`config.mk`:
```
export PLATFORM = sky130hd
export DESIGN_NAME = pwm_deadtime_modulator
export DESIGN_NICKNAME = d
export VERILOG_FILES = /design/src/rtl/pwm_pkg.sv /design/src/rtl/pwm_deadtime_fsm.sv /design/src/rtl/pwm_deadtime_modulator.sv
export SDC_FILE = /design/constraint.sdc
export NUM_CORES = 1
export LEC_CHECK = 0
export ABC_AREA = 1
export CAP_MARGIN = 20
export CORE_ASPECT_RATIO = 1.75
export CORE_UTILIZATION = 45
export DETAILED_ROUTE_END_ITERATION = 7
export DONT_BUFFER_PORTS = 1
export PLACE_DENSITY = 0.71
export SKIP_CTS_REPAIR_TIMING = 1
export SYNTH_ARGS = -nofsm -noshare
export SYNTH_HDL_FRONTEND = slang
export SYNTH_SLANG_ARGS = --single-unit
export TNS_END_PERCENT = 20
```
`constraint.sdc`:
```
create_clock -name sysclk -period 1.5 [get_ports sysclk]
set_input_delay 0.375 -clock sysclk [delete_from_list [all_inputs] [get_ports sysclk]]
set_output_delay 0.375 -clock sysclk [all_outputs]
set_load 0.01 [all_outputs]
```
`src/rtl/pwm_pkg.sv`:
```
// rtl/pwm_pkg.sv - shared types, default constants and duty saturation for the PWM modulator
// Contents:
//   pwm_state_e  gate FSM state (off, high-side on, low-side on, dead gap)
//   PWM_*        default parameter values for the modulator
//   sat()        clamps a duty request to the PWM period
package pwm_pkg;

    typedef enum logic [1:0] {
        ST_OFF  = 2'd0,
        ST_HI   = 2'd1,
        ST_LO   = 2'd2,
        ST_DEAD = 2'd3
    } pwm_state_e;

    localparam int PWM_PERIOD = 64;
    localparam int PWM_DEAD   = 2;
    localparam int PWM_DUTY_W = 7;

    // min(duty, period): a request longer than the period means "always high".
    function automatic logic [31:0] sat(input logic [31:0] duty, input int period);
        logic [31:0] p;
        p = 32'(period);
        return (duty > p) ? p : duty;
    endfunction

endpackage

```
`src/rtl/pwm_deadtime_fsm.sv`:
```
// rtl/pwm_deadtime_fsm.sv - complementary gate FSM with dead-time insertion
// Ports:
//   sysclk  in   clock, rising edge
//   rst_n   in   asynchronous active-low reset
//   enable  in   run control; low forces OFF on the next edge
//   raw     in   uncompensated PWM level (high-side requested)
//   pwm_hi  out  high-side gate
//   pwm_lo  out  low-side gate
module pwm_deadtime_fsm
    import pwm_pkg::*;
#(
    parameter int DEAD = PWM_DEAD
) (
    input  logic sysclk,
    input  logic rst_n,
    input  logic enable,
    input  logic raw,
    output logic pwm_hi,
    output logic pwm_lo
);

    // The counter is loaded with DEAD-1 on entry, so DEAD cycles are spent
    // in ST_DEAD before the next gate is allowed on.
    localparam logic [3:0] DCNT_LOAD = 4'(DEAD - 1);

    pwm_state_e state;
    pwm_state_e state_next;
    logic [3:0] dcnt;
    logic [3:0] dcnt_next;

    always_ff @(posedge sysclk or negedge rst_n) begin
        if (!rst_n) begin
            state <= ST_OFF;
            dcnt  <= '0;
        end else begin
            state <= state_next;
            dcnt  <= dcnt_next;
        end
    end

    always_comb begin
        state_next = state;
        dcnt_next  = dcnt;
        if (!enable) begin
            // Stop wins over everything: no pulse is allowed to complete.
            state_next = ST_OFF;
            dcnt_next  = '0;
        end else begin
            case (state)
                ST_OFF: begin
                    state_next = ST_DEAD;
                    dcnt_next  = DCNT_LOAD;
                end
                ST_HI: begin
                    if (!raw) begin
                        state_next = ST_DEAD;
                        dcnt_next  = DCNT_LOAD;
                    end
                end
                ST_LO: begin
                    if (raw) begin
                        state_next = ST_DEAD;
                        dcnt_next  = DCNT_LOAD;
                    end
                end
                ST_DEAD: begin
                    // Decide the side only at the end of the gap, so a pulse
                    // shorter than the gap is swallowed rather than emitted.
                    if (dcnt == 4'd0) begin
                        state_next = raw ? ST_HI : ST_LO;
                    end else begin
                        dcnt_next = dcnt - 4'd1;
                    end
                end
                default: begin
                    state_next = ST_OFF;
                    dcnt_next  = '0;
                end
            endcase
        end
    end

    // Moore outputs decoded from a single state register: never both high.
    assign pwm_hi = (state == ST_HI);
    assign pwm_lo = (state == ST_LO);

endmodule

```
`src/rtl/pwm_deadtime_modulator.sv`:
```
// rtl/pwm_deadtime_modulator.sv - double-buffered PWM modulator with complementary dead-time outputs
// Ports:
//   sysclk       in   clock, rising edge
//   rst_n        in   asynchronous active-low reset
//   enable       in   run control; low turns both gates off
//   duty_in      in   requested high time in counts, saturated to PERIOD
//   pwm_hi       out  high-side gate
//   pwm_lo       out  low-side gate
//   load_strobe  out  high in the cycle where duty_in is sampled into duty_active
//   duty_active  out  saturated duty currently being modulated
module pwm_deadtime_modulator
    import pwm_pkg::*;
#(
    parameter int DUTY_W = PWM_DUTY_W,
    parameter int PERIOD = PWM_PERIOD,
    parameter int DEAD   = PWM_DEAD
) (
    input  logic              sysclk,
    input  logic              rst_n,
    input  logic              enable,
    input  logic [DUTY_W-1:0] duty_in,
    output logic              pwm_hi,
    output logic              pwm_lo,
    output logic              load_strobe,
    output logic [DUTY_W-1:0] duty_active
);

    localparam int              CNT_W    = $clog2(PERIOD);
    localparam logic [CNT_W-1:0] CNT_LAST = CNT_W'(PERIOD - 1);

    logic [CNT_W-1:0]  cnt;
    logic              wrap;
    logic [DUTY_W-1:0] duty_sat;
    logic              raw;

    assign wrap        = (cnt == CNT_LAST);
    assign load_strobe = enable && wrap;
    assign duty_sat    = DUTY_W'(sat(32'(duty_in), PERIOD));

    // DUTY_W is wider than the counter, so the zero-extended compare is exact;
    // duty_active == PERIOD keeps raw high for the whole period.
    assign raw = (DUTY_W'(cnt) < duty_active);

    always_ff @(posedge sysclk or negedge rst_n) begin
        if (!rst_n) begin
            cnt         <= '0;
            duty_active <= '0;
        end else begin
            if (!enable || wrap) begin
                cnt <= '0;
            end else begin
                cnt <= cnt + CNT_W'(1);
            end
            // While stopped the buffer tracks the input, so the first period
            // after enable already uses the latest request. While running it
            // only changes at the period boundary.
            if (!enable || wrap) begin
                duty_active <= duty_sat;
            end
        end
    end

    pwm_deadtime_fsm #(
        .DEAD(DEAD)
    ) u_fsm (
        .sysclk(sysclk),
        .rst_n (rst_n),
        .enable(enable),
        .raw   (raw),
        .pwm_hi(pwm_hi),
        .pwm_lo(pwm_lo)
    );

endmodule
```
==> run summary <==
Relative to the synthesized area, the layout overhead comes to 21.5%. The number of buffers added on ports is 0. The share of Yosys cell area claimed by the top area cell type came out at 0.388. The setup slack on the worst flop-to-flop path came out at -0.09 ns. The antenna diode count is 0. The register bit total from synthesis is 19.

The fraction of layout instances using a drive strength above 1 came out at 0.285. By count the netlist is led by nand2_1, inv_1, dfrtp_1. The most used flip-flop cell after synthesis is dfrtp_1. Global routing finished with a remaining overflow of 0.

The slew of the pin with the lowest slew margin came out at 0.829 ns. The number of standard cells after synthesis is 151. The origin of the worst min-delay path is enable.

The sequential cell area is 475 sq um. The final setup violation count came out at 7. Wires add up to 2600 um. The number of global-route vias before repair came to 1002. On the final layout, the worst clock skew is 0.00182 ns.

Counting instances, the worst hold path has a depth of 2. The number of hold violations in the final report is 0. The placeable core region came out at 2520 sq um. The number of enable flip-flop cells after synthesis is 0. The clock transition at the registers of the reported paths came out at 0.07 ns.

The mean cell area of the mapped netlist came out at 8.12 sq um. TritonCTS built the clock tree. The full die area came out at 2950 sq um. Setup slack on the critical path of the routed design comes to -0.118 ns. Yosys instantiated no cell more often than nand2_1. The required arrival time at the worst endpoint is 1.12 ns. The number of nets still failing antenna checks after routing came out at 0. The number of warning messages in the yosys log is 0. The number of clock buffers inserted by TritonCTS is 3. The largest stage delay on the critical path is 0.40 ns. The classification of the worst setup path is reg -> out. At the end of the flow the core is filled with cells to 0.591. The maximum fanout encountered on the critical timing path came out at 4.

The initial core utilization is 0.486. The total track usage is 0.184. The detailed-route DRC error count came out at 0.

The worst slew margin relative to its limit came out at 0.445. The power density normalized to cell area is 936 nW/um^2. The checks that failed: setup timing. The worst setup timing slack at the placement stage came out at -0.138 ns. The cell accounting for the most synthesized area is dfrtp_1. The flow ran to the end, but the final reports show violations. The portion of the clock cycle consumed by the worst path in the final layout is 1.08.

The number of distinct standard cells referenced by the synthesized netlist came out at 27. The static power due to leakage came out at 0.821 nW. The total number of cells along the worst setup path is 5.

Walking the worst path, the cells encountered are ha_1, nand2_1, inv_2, nand4_4, nor2_4. The fill cell instance count of the final layout is 236. The number of placement rows is 24.

The end point of the critical path is load_strobe. The number of sinks handled by clock tree synthesis came out at 19. After layout, the minimum clock period comes to 1.62 ns. The startpoint type of the worst setup path is a flip-flop. The register area share after synthesis is 0.388. STA classifies the critical path endpoint as a primary output. The deepest clock path buffer count came out at 2.

The highest clock rate came out at 0.618 GHz. The H-tree depth reported by CTS is 1. The critical path starts at cnt[1]$_DFF_PN0_.

The startpoint identified for the worst register-to-register timing path is cnt[5]$_DFF_PN0_. The cell class contributing the biggest share of worst-path delay is flip-flops. The via count came out at 1038. The post-detailed-route via-to-cell ratio came out at 5.24. The post-layout total power is 1.39 mW.

The endpoint identified for the worst register-to-register timing path is u_fsm.dcnt[3]$_DFFE_PN0P_. The number of nets in the layout is 191. Synthesis produced a netlist with a net count of 169. The worst-path cell with the longest stage delay is dfrtp_1. Setup repair after global routing could not meet its margin everywhere. Detailed placement finished with a half-perimeter wire length of 1990 um. The async set-reset flop share out of synthesis came out at 1.00. The number of slew-limit violations in the final report is 0. The first detailed-routing pass ran for 4 iterations. The congestion estimate from routability-driven global placement came to 0.852. Together, buffers and inverters on the worst path number 1. The data arrival time of the critical path came out at 1.24 ns. The min-delay analysis places its worst path in the category in -> reg. The number of cells on the worst reg-to-reg path is 9.

The x dimension of the die is 41.5 um. The routed wire length per instance is 13.2 um. The number of top-level pins came out at 20. The initial antenna violation count came out at 0. The clock latency of the later-clocked register in the worst-skew pair is 0.25 ns. From bottom edge to top edge, the die measures 71.1 um. Across the run, the number of max-cap violations was 0. The tree is rooted in a clkbuf_8. The pin count of the biggest net entering global routing is 20. After synthesis, the cell types taking the most area are dfrtp_1, nand2_1, inv_1. After synthesis the cells add up to 1230 sq um. The wire length of the first global-routing pass is 4200 um. Summing all multi-input logic gate instances after layout gives 674 sq um.

The count of routing violations after the opening detailed-route iteration is 20. The maximum VDD drop came out at 0.547 mV.
## layer usage
| metal | share of wire | vias to the layer above | wire, um | GRT usage |
|---|---|---|---|---|
| li1 | - | 522 | - | - |
| met1 | 0.37 | 481 | 975 | 0.187 |
| met2 | 0.56 | 27 | 1460 | 0.330 |
| met3 | 0.036 | 8 | 95 | 0.0383 |
| met4 | 0.028 | 0 | 72 | 0.115 |
| met5 | 0 | - | 0 | 0 |
## power by group
group / total, mW / switching, mW / internal (mW) / leakage [nW]
logic: 0.435 / 0.258 / 0.177 / 0.551
clock network: 0.346 / 0.157 / 0.189 / 0.0228
registers: 0.613 / 0.0481 / 0.565 / 0.247
## area by class of cell
cell class                 count  area share
clock buffer                   4      0.0302
inverter                      32      0.0840
multi-input combinational     99       0.453
sequential                    19       0.319
tap                           26      0.0218
timing repair buffer          18      0.0924
## state kept, by name, summed over array words and instances (netlist names)
register	count
cnt	6
u_fsm.dcnt	4
duty_active	7
u_fsm.state	2
## layout by cell type (no fill, tap or decap), drive strengths merged, types with 7 or more instances in the layout
cell	instances
buf	17
nand3	8
a21oi	7
nor2	18
nand2	36
ha	8
inv	32
dfrtp	19
nand4	8
o21ai	7
## metrics by stage
step | area, sq um | hold slack [ns] | TNS [ns] | std cells
after floorplan | 1230 | 0.0794 | -0.0620 | 151
after global placement | 1360 | 0.0801 | -0.353 | 190
after detailed placement | 1360 | 0.0799 | -0.758 | 190
after CTS | 1410 | -0.196 | -1.08 | 194
after global routing | 1490 | 0.246 | -1.00 | 198
final | 1490 | 0.239 | -0.532 | 198
## logic make-up after synthesis
group	count (synthesis)	share of synthesized area
flops	19	0.388
simple gates	72	0.318
compound gates	18	0.0990
xor+xnor	1	0.00714
buf+inv	33	0.106
fa+ha+maj	8	0.0816
## worst min-delay path by stage
stage	to	slack, ns
finish	cnt[4]$_DFF_PN0_	0.24
global route	cnt[4]$_DFF_PN0_	0.25
CTS	u_fsm.dcnt[3]$_DFFE_PN0P_	-0.20
detailed placement	u_fsm.dcnt[3]$_DFFE_PN0P_	0.08
global placement	u_fsm.state[0]$_DFFE_PN0P_	0.08
floorplan	cnt[0]$_DFF_PN0_	0.08
(Power assumes the default switching activity.)
